[src/rtl/lap_tracker.sv]
// Lap progress tracker: detects finish-line entries, checkpoint coverage and lap
// timeouts from the per-pixel zone code, and keeps lap count and lap times for the HUD.
module lap_tracker #(
  parameter int unsigned CYCLES_PER_CS  = 650000,
  parameter int unsigned MAX_LAP_CYCLES = 1950000000
) (
  input  logic        pclk,
  input  logic        rst_n,
  input  logic        game_active,
  input  logic [2:0]  zone,
  output logic        lap_finished,
  output logic        checkpoints_passed,
  output logic        max_lap_time_exceeded,
  output logic [3:0]  lap_count,
  output logic [13:0] lap_time_cs,
  output logic [13:0] last_lap_cs,
  output logic [13:0] best_lap_cs
);

  localparam int PRE_W = (CYCLES_PER_CS > 1) ? $clog2(CYCLES_PER_CS) : 1;
  localparam logic [PRE_W-1:0] PRE_LAST = PRE_W'(CYCLES_PER_CS - 1);
  localparam logic [31:0]      CYC_LAST = 32'(MAX_LAP_CYCLES - 1);
  localparam logic [13:0]      CS_MAX   = 14'd9999;

  typedef enum logic {IDLE, RUNNING} state_t;

  state_t           r_state;
  state_t           w_state_nxt;
  logic [31:0]      r_cyc;
  logic [PRE_W-1:0] r_pre;
  logic [2:0]       r_mask;
  logic             r_in_fin_prev;
  logic             r_lap_finished;
  logic             r_cp_passed;
  logic             r_timeout;
  logic [3:0]       r_lap_count;
  logic [13:0]      r_lap_time;
  logic [13:0]      r_last_lap;
  logic [13:0]      r_best_lap;

  logic             w_run;
  logic             w_start;
  logic             w_at_fin;
  logic             w_fin_edge;
  logic             w_timeout;
  logic             w_lap_valid;
  logic             w_best_upd;
  logic [2:0]       w_cp_hit;

  function automatic logic [13:0] sat_inc_cs(input logic [13:0] v);
    return (v >= CS_MAX) ? CS_MAX : v + 14'd1;
  endfunction

  function automatic logic [3:0] sat_inc_laps(input logic [3:0] v);
    return (v == 4'hF) ? 4'hF : v + 4'd1;
  endfunction

  always_ff @(posedge pclk or negedge rst_n) begin
    if (!rst_n) r_state <= IDLE;
    else        r_state <= w_state_nxt;
  end

  always_comb begin
    w_state_nxt = r_state;
    case (r_state)
      IDLE:    if (game_active)  w_state_nxt = RUNNING;
      RUNNING: if (!game_active) w_state_nxt = IDLE;
      default: w_state_nxt = IDLE;
    endcase
  end

  // A game_active fall overrides everything in the same cycle, so w_run gates all events.
  assign w_run       = (r_state == RUNNING) && game_active;
  assign w_start     = (r_state == IDLE) && game_active;
  assign w_at_fin    = (zone == 3'd1);
  assign w_fin_edge  = w_run && w_at_fin && !r_in_fin_prev;
  assign w_timeout   = w_run && !w_fin_edge && (r_cyc == CYC_LAST);
  assign w_lap_valid = (r_mask == 3'b111);
  assign w_best_upd  = (r_best_lap == 14'd0) || (r_lap_time < r_best_lap);
  assign w_cp_hit    = {zone == 3'd4, zone == 3'd3, zone == 3'd2};

  always_ff @(posedge pclk or negedge rst_n) begin
    if (!rst_n) begin
      r_cyc          <= '0;
      r_pre          <= '0;
      r_mask         <= '0;
      r_in_fin_prev  <= 1'b1;
      r_lap_finished <= 1'b0;
      r_cp_passed    <= 1'b0;
      r_timeout      <= 1'b0;
      r_lap_count    <= '0;
      r_lap_time     <= '0;
      r_last_lap     <= '0;
      r_best_lap     <= '0;
    end else begin
      r_lap_finished <= w_fin_edge;
      r_timeout      <= w_timeout;

      if (!w_run) begin
        r_cyc         <= '0;
        r_pre         <= '0;
        r_lap_time    <= '0;
        r_mask        <= '0;
        r_in_fin_prev <= 1'b1;
      end else begin
        r_in_fin_prev <= w_at_fin;
        if (w_fin_edge || w_timeout) begin
          r_cyc      <= '0;
          r_pre      <= '0;
          r_lap_time <= '0;
          r_mask     <= '0;
        end else begin
          r_cyc  <= r_cyc + 32'd1;
          r_mask <= r_mask | w_cp_hit;
          if (r_pre == PRE_LAST) begin
            r_pre      <= '0;
            r_lap_time <= sat_inc_cs(r_lap_time);
          end else begin
            r_pre <= r_pre + 1'b1;
          end
        end
      end

      // Display values survive IDLE and are only wiped when a new game starts.
      if (w_start) begin
        r_lap_count <= '0;
        r_last_lap  <= '0;
        r_best_lap  <= '0;
        r_cp_passed <= 1'b0;
      end

      if (w_fin_edge) begin
        r_cp_passed <= w_lap_valid;
        if (w_lap_valid) begin
          r_lap_count <= sat_inc_laps(r_lap_count);
          r_last_lap  <= r_lap_time;
          if (w_best_upd) r_best_lap <= r_lap_time;
        end
      end
    end
  end

  assign lap_finished          = r_lap_finished;
  assign checkpoints_passed    = r_cp_passed;
  assign max_lap_time_exceeded = r_timeout;
  assign lap_count             = r_lap_count;
  assign lap_time_cs           = r_lap_time;
  assign last_lap_cs           = r_last_lap;
  assign best_lap_cs           = r_best_lap;

endmodule
[config.mk]
export PLATFORM = sky130hd
export DESIGN_NAME = lap_tracker
export DESIGN_NICKNAME = d
export VERILOG_FILES = /design/src/rtl/lap_tracker.sv
export SDC_FILE = /design/constraint.sdc
export NUM_CORES = 1
export LEC_CHECK = 0
export CAP_MARGIN = 15
export CORE_MARGIN = 2
export CORE_UTILIZATION = 52
export CTS_CLUSTER_DIAMETER = 200
export DETAILED_ROUTE_END_ITERATION = 6
export GPL_ROUTABILITY_DRIVEN = 0
export PLACE_DENSITY_LB_ADDON = 0.3
export SLEW_MARGIN = 25
export SYNTH_ARGS = -nofsm -noshare
export SYNTH_HDL_FRONTEND = slang
export SYNTH_SLANG_ARGS = --single-unit
[constraint.sdc]
create_clock -name pclk -period 5.5 [get_ports pclk]
set_input_delay 1.1 -clock pclk [delete_from_list [all_inputs] [get_ports pclk]]
set_output_delay 1.1 -clock pclk [all_outputs]
set_load 0.02 [all_outputs]
==> results summary, run 1 <==
The run finished with clean final reports. The number of buffers inserted for hold repair after clock tree synthesis came out at 0. Walking the worst path, the cells encountered are clkdlybuf4s50_1 > nor4b_2 > and3_1 > buf_4 > nand2_1 > o41a_1 > nand2_1.

In this run the worst hold path is classified as reg -> reg. Compared with the post-synthesis result, the final layout area differs by 14.2%. In this design, the stage delay of the slowest critical-path cell is 610 ps.

The number of global-route vias before repair is between 4000 and 5000. In this run the core area contains 38 standard-cell rows. The number of H-tree levels came out at 3. The worst slew slack as a fraction of its limit is 26.4%. The pin count of the biggest net entering global routing came out at 58.

Summed over all instances, the cell type with the most area after synthesis is dfrtp_1. At the end of the flow the core is filled with cells to 60.6%. The number of clock sinks came out at 106. The number of nets produced by synthesis came out at between 600 and 700. The cell type of the slowest stage on the worst timing path is and3_1. The critical path is of the in -> reg type.

The number of buffer cells added on primary ports is 54. At the worst endpoint, the arrival time is ~3600 ps. Combinational logic is responsible for between 3 and 4% of the overall power.

Synthesis handed over a netlist of ~610 instances. Leaving out fill and tap cells, the most frequent cell in the layout is dfrtp_1. The number of enable-type register cells in the synthesized netlist is 0. The count of distinct cell types in the synthesized netlist came out at between 50 and 60. The post-route standard cell area excluding fillers is about 6500 um2.

The clock period minus worst slack came out at 3240 ps. The worst setup path is captured at a register. The first-pass GRT wire length is ~22000 um. The analysis attributes to cell leakage a power of about 2.7 nW. 55 I/O pins were placed. The number of resized instances in the post-cts repair step came out at 0. The sequential fraction of the synthesis area is 46.6%. The total power per unit cell area came out at between 200 and 250 nW/um2. The die covers 11800 um2. The cell area after synthesis came out at between 5000 and 6000 um2. Of the total power, registers draw ~59%. In the layout the commonest cells are 105 x dfrtp_1, 88 x nand2_1, 69 x nor2_1, 53 x clkdlybuf4s50_1, 39 x nand3_1. Setup repair after global routing left no endpoint under its margin.

The placed cell area is approximately 6300 um2. The sum of net half-perimeters after detailed placement came out at 8650 um. The number of buffers between clock root and the deepest sink is 2. The final clock skew is 14.6 ps. The setup TNS came out at 0 ps. The aggregate global routing overflow is 0. The number of iterations in the first detailed-routing pass came out at 4. The fraction of the cycle the final worst path needs came out at around 60%. The final hold violation count is 0. The overall power consumption came out at ~1.3 mW. The routed wire length per instance came out at about 16 um.

Cells with a size suffix above 1 make up 5.67% of the layout. The area of the placeable core is ~11000 um2. The clock reaches the later pin of the worst-skew pair after between 300 and 400 ps.

The routed layout has ~4600 vias. The average footprint of a synthesized cell is roughly 9.4 um2. The final net count is 670. After synthesis, the cell types taking the most area are dfrtp_1 46%, nand2_1 5.8%, nor2_1 4.7%. The first routing iteration left about 220 violations. In this design, the critical path's most frequently occurring cell is nand2_1.

The tool flagged a number of max-cap violations equal to 0. The worst voltage drop across the vdd grid came out at around 0.00015 V. The switching share of power is 23.4%.

The biggest fanout along the worst timing path came out at 20. The per-cell via count in the routed design came out at between 5 and 6. Clock-pin slew was measured on the worst setup and hold paths at 100 ps.

In this run the biggest area consumer among cell types represents a little under half of the synthesized area. The number of antenna violations at the first check in global routing came to 0. The worst path meets setup with roughly 2300 ps of slack. Among all flip-flop cells after synthesis, the most frequent one is dfrtp_1. The die extent in y came out at 109 um. STA classifies the critical path startpoint as a primary input. The internal portion of total power came out at between 1 and 1.5 mW. The number of buffers added for setup after CTS came out at 0. Synthesis inferred around 110 register bits. The final number of setup-violating endpoints came out at 0. The TritonCTS clock tree is built. The tree is rooted in a clkbuf_8.

The portion of total power attributed to the clock network came out at between 30% and 40%. The total wirelength of the detailed-routed design is ~12000 um. Yosys printed 0 warnings. In this run the power spent charging and discharging nets is 310 uW. For the pin with the worst max-slew slack, the measured transition is roughly 1100 ps. The number of buffers added by the clock tree synthesis step came out at 9. The total count of max-transition violations in the final report is 0.

The remaining routing DRC violations is 0. The maximum operating frequency came out at 0.309 GHz. The global-route total usage across every layer is 23.0%. The starting density of the core is between 50% and 60%. The proportion of register bits with asynchronous set or reset after synthesis came out at 100%. The worst setup slack before clock tree synthesis is roughly 1800 ps.

The number of antenna diodes in the final layout is 0. In this run the horizontal extent of the chip is roughly 110 um. The required time at the endpoint of the critical path is 5820 ps. In this run the remaining antenna-violating nets after routing total 0.
-- through the flow --
stage / instances / hold WS, ps
2_1_floorplan: 606 / 446
3_3_place_gp: 776 / 454
3_5_place_dp: 776 / 463
4_1_cts: 792 / 485
5_1_grt: 792 / 505
6_report: 792 / 477
-- flip-flops by register name (all words and copies together), names as in the netlist --
| signal | count |
|---|---|
| checkpoints_passed | 1 |
| r_mask | 3 |
| r_in_fin_prev | 1 |
| lap_count | 4 |
| r_cyc | 32 |
| max_lap_time_exceeded | 1 |
| r_pre | 20 |
| best_lap_cs | 14 |
| last_lap_cs | 14 |
| lap_finished | 1 |
| lap_time_cs | 14 |
| r_state | 1 |
-- cell families (layout without fill, tap and decap cells) --
| group | Yosys count | count (layout) | synth area share (%) |
|---|---|---|---|
| buffers and inverters | 55 | 101 | 4.52 |
| adder cells (fa/ha/maj) | 17 | 17 | 3.73 |
| AND/OR/NAND/NOR | 304 | 304 | 26.9 |
| XOR/XNOR | 48 | 48 | 7.38 |
| flip-flops | 106 | 106 | 46.6 |
| AO/OA/AOI/OAI | 76 | 76 | 10.9 |
-- cell type report --
type                            count  area [um2]
Tap cell                          140         175
Clock inverter                      5        62.6
Inverter                           27         101
Multi-Input combinational cell    445        2810
Sequential cell                   106        2650
Fill cell                         951        4240
Timing Repair Buffer               58         568
Clock buffer                       11         141
-- layer usage --
layer  share of wire (%)  track usage (%)  wire length, um  vias to the layer above
met1                  46             31.7             5750                     2253
met2                  48             36.9             5940                      106
met5                   0                0                0                        -
met3                 4.2             3.05              528                       20
li1                    -                -                -                     2235
met4                 1.9             9.43              242                        0
-- power groups by stage --
stage / Clock [mW] / Sequential [mW] / Combinational, mW
after global routing: 0.543 / 0.785 / 0.0483
after global placement: 0 / 0.799 / 0.0415
after detailed placement: 0 / 0.799 / 0.0428
after CTS: 0.509 / 0.784 / 0.0427
final: 0.499 / 0.784 / 0.0418
after floorplan: 0 / 0.799 / 0.0184
-- critical path, delay by kind of cell --
kind                   cells  cell delay [ps]
AND/OR/NAND/NOR            4             1190
buffers and inverters      2              820
AO/OA/AOI/OAI              1              430
-- worst paths after layout --
check,end,slack (ps),startpoint,depth (start not counted)
min in group asynchronous,r_state$_DFF_PN0_,730,rst_n,1
max,best_lap_cs[5]$_DFF_PN0_,2260,zone[1],7
max in group asynchronous,r_pre[14]$_DFF_PN0_,3610,rst_n,2
min reg2reg,last_lap_cs[7]$_DFF_PN0_,480,last_lap_cs[7]$_DFF_PN0_,2
min,last_lap_cs[7]$_DFF_PN0_,480,last_lap_cs[7]$_DFF_PN0_,2
max reg2reg,r_cyc[9]$_DFF_PN0_,2710,r_cyc[0]$_DFF_PN0_,7
-- synth_stat cells, types with 4 or more instances --
cell / number
nor2_1: 71
buf_4: 5
ha_1: 17
a211oi_1: 5
nand4_1: 17
nor4_1: 12
nor2b_1: 4
xnor2_1: 26
inv_1: 27
o311ai_1: 10
a21oi_1: 16
a2bb2oi_1: 4
nand2_1: 88
and3_1: 13
nand3_1: 39
dfrtp_1: 105
and4_1: 9
and2_1: 7
o311ai_0: 4
nor3_1: 17
o21ai_0: 6
o41a_1: 14
buf_2: 8
clkbuf_1: 11
or4_1: 7
xor2_1: 22
nand2b_1: 4
(Power assumes the default switching activity.)
==> run 2: changes to the inputs <==
==> constraint.sdc (replaced) <==
create_clock -name pclk -period 3 [get_ports pclk]
set_input_delay 0.6 -clock pclk [delete_from_list [all_inputs] [get_ports pclk]]
set_output_delay 0.6 -clock pclk [all_outputs]
set_load 0.02 [all_outputs]
==> run 2 against run 1 <==
Net effect:
- sequential power grew 84%
- die area is the same
- largest power group unchanged
- utilization grew 0.95 points
- setup slack lost 1900 ps
- first-iteration DRC count grew 27%
- flip-flop and latch count is the same
- wire length grew 5.1%
- cell area grew 1.6%
- via count grew 3.5%
- critical endpoint is now best_lap_cs[0]$_DFF_PN0_
- clock power grew 110%
- power grew 93%
==> results summary, run 2 (synthesis gave the netlist of run 1 again) <==
The run finished with clean final reports. The starting density of the core is between 50% and 60%. The aggregate global routing overflow came out at 0. The worst hold-check path type is in -> async. After clock tree synthesis, the setup repair step added 0 buffers. The library cells used most frequently in the layout, excluding fill and tap cells, are 105 x dfrtp_1, 88 x nand2_1, 70 x nor2_1, 53 x clkdlybuf4s50_1, 39 x nand3_1. The number of buffer cells added on primary ports is 54. The switching share of power is between 20% and 30%. The largest registers in the layout are r_cyc (32), r_pre (20). The worst-skew pair later-pin latency came out at approximately 380 ps. The count of antenna diodes in the layout is 0. The number of buffers between clock root and the deepest sink came out at 2.

The via count of the routed design is roughly 4800. The remaining routing DRC violations came out at 0. The total power per unit cell area is roughly 390 nW/um2. The worst reg-to-reg path cell count is 7.

The flip-flop count of the largest register after layout is 32. The post-synthesis to final-layout area growth is 16.0%. The area of the placeable core is around 11000 um2. After the first detailed-routing iteration, the DRC count stood at 275.

The worst register-to-register path has a setup slack of ~400 ps. The start-to-end type of the worst setup path is reg -> reg. The final clock skew came out at about 12 ps. The number of standard cells in the final layout excluding fillers is 800. The number of nets with antenna violations after detailed routing came out at 0. The routed wire length per instance is between 15 and 20 um. The clock slew at the register clock pins of the worst setup and hold paths is 110 ps. Dividing the detail-routed via count by the number of cells gives between 5 and 6. The pin count of the biggest net entering global routing is ~60. The row count came out at 38. The number of cells in the design after placement is slightly below 800.

The first detailed-routing pass took 5 iterations. The reported net switching power is 602 uW. Sequential cells account for between 50% and 60% of the total power. The fill cell instance count of the final layout is approximately 910.

The internal portion of the total power is just under 2 mW. The total count of max-transition violations in the final report is 0. The clock period minus worst slack is around 2600 ps.

The standby leakage power is around 2.8 nW. The most common cell after layout, fill and taps aside is dfrtp_1. The sum of net half-perimeters after detailed placement came out at 8970 um. The first-pass GRT wire length came out at 22500 um. Clock tree synthesis selected as its root buffer the cell clkbuf_8.

Based on the critical path, the design can be clocked at up to 0.386 GHz. The number of buffers inserted for hold repair after clock tree synthesis came out at 0. r_cyc holds more flip-flops than any other register.

The number of H-tree levels came out at 3. STA classifies the critical path endpoint as a register. The transition time at the pin with the least slew margin is roughly 1100 ps. The number of antenna violations at the first check in global routing came to 0. In this run, the combinational gates consume 3.2% of the power.

The final hold violation count came to 0. TritonCTS built the clock tree. Setup repair after global routing left no endpoint under its margin. In this run the critical register-to-register path is launched from lap_time_cs[13]$_DFFE_PN0P_. The worst slew slack as a fraction of its limit is 27.8%. The number of buffers added by the clock tree synthesis step came out at 9. STA classifies the critical path startpoint as a register. Max-cap violations in this run came to 0. The required time at the endpoint of the critical path came out at 3270 ps. The final net count came out at a little under 700.

The die extent in y is about 110 um. The portion of total power attributed to the clock network is a little over 40%. The worst voltage drop across the vdd grid is approximately 0.00023 V. The final number of setup-violating endpoints came out at 0.

The number of top-level design ports came out at between 50 and 60. The number of clock sinks came out at 106. The number of resized instances in the post-cts repair step came out at 0. The width of the die is 109 um. The share of final-layout standard cells stronger than drive strength 1 came out at 6.82%. After routing, the total negative slack on setup checks comes to 0 ps. The capture point of the worst reg-to-reg path is best_lap_cs[0]$_DFF_PN0_. The endpoint arrival time on the critical path came out at about 2900 ps. The biggest fanout along the worst timing path is 28. The area of the die is between 10000 and 15000 um2. The number of global-route vias before repair is roughly 4800. The total wirelength of the detailed-routed design is ~13000 um. Global routing consumed, over all layers together, 23.8% of the routing resources. After layout, the worst path uses a little under nine tenths of the clock period.
==> run 2: metrics by stage <==
stage	setup slack [ps]	utilization, %	power, mW	cell area, um2	hold slack [ps]
2_1_floorplan	552	-	1.50	5700	304
3_3_place_gp	241	59.3	1.55	6370	456
3_5_place_dp	102	59.3	1.55	6370	457
4_1_cts	456	61.5	2.57	6610	235
5_1_grt	230	61.5	2.64	6610	255
6_report	408	61.5	2.56	6610	222
==> run 2: how the worst max path moves through the flow <==
stage / slack (ps) / cells after the start / endpoint / start
after global routing: 230 / 6 / best_lap_cs[2]$_DFF_PN0_ / zone[1]
after floorplan: 550 / 7 / best_lap_cs[10]$_DFF_PN0_ / lap_time_cs[13]$_DFFE_PN0P_
after global placement: 240 / 6 / best_lap_cs[2]$_DFF_PN0_ / zone[1]
after CTS: 460 / 7 / best_lap_cs[13]$_DFF_PN0_ / lap_time_cs[13]$_DFFE_PN0P_
after detailed placement: 100 / 6 / best_lap_cs[13]$_DFF_PN0_ / zone[1]
final: 410 / 7 / best_lap_cs[0]$_DFF_PN0_ / lap_time_cs[13]$_DFFE_PN0P_
==> run 2: power groups by stage <==
stage                     registers, mW  clock network, mW  logic, mW
after floorplan                    1.46                  0     0.0337
after global placement             1.46                  0     0.0803
after detailed placement           1.47                  0     0.0829
after CTS                          1.44               1.05     0.0834
after global routing               1.44               1.11     0.0932
final                              1.44               1.04     0.0816
==> run 2: routing by layer <==
metal  GRT usage [%]  vias up  part of all wire, %
met5               0        -                    0
met4            8.24        0                 0.94
met3            4.24        8                  4.8
met2            39.7      121                   49
met1            31.5     2390                   45
li1                -     2257                    -
==> run 2: cell type report <==
class / count / area, um2 / share of cell area [%]
inverters: 27 / 101 / 1.53
repair buffers: 66 / 653 / 9.88
flip-flops and latches: 106 / 2650 / 40.1
clock inverters: 6 / 97.6 / 1.48
well taps: 140 / 175 / 2.65
clock buffers: 10 / 138 / 2.08
multi-input cells: 445 / 2790 / 42.3
==> run 2: worst max-delay path: stages, from the launching register on <==
cell and delay [ps]:
dfrtp_1 550, ha_1 410, nand4_2 150, or3_4 440, a2111oi_4 280, buf_4 360
o41a_1 220, nand2_1 60
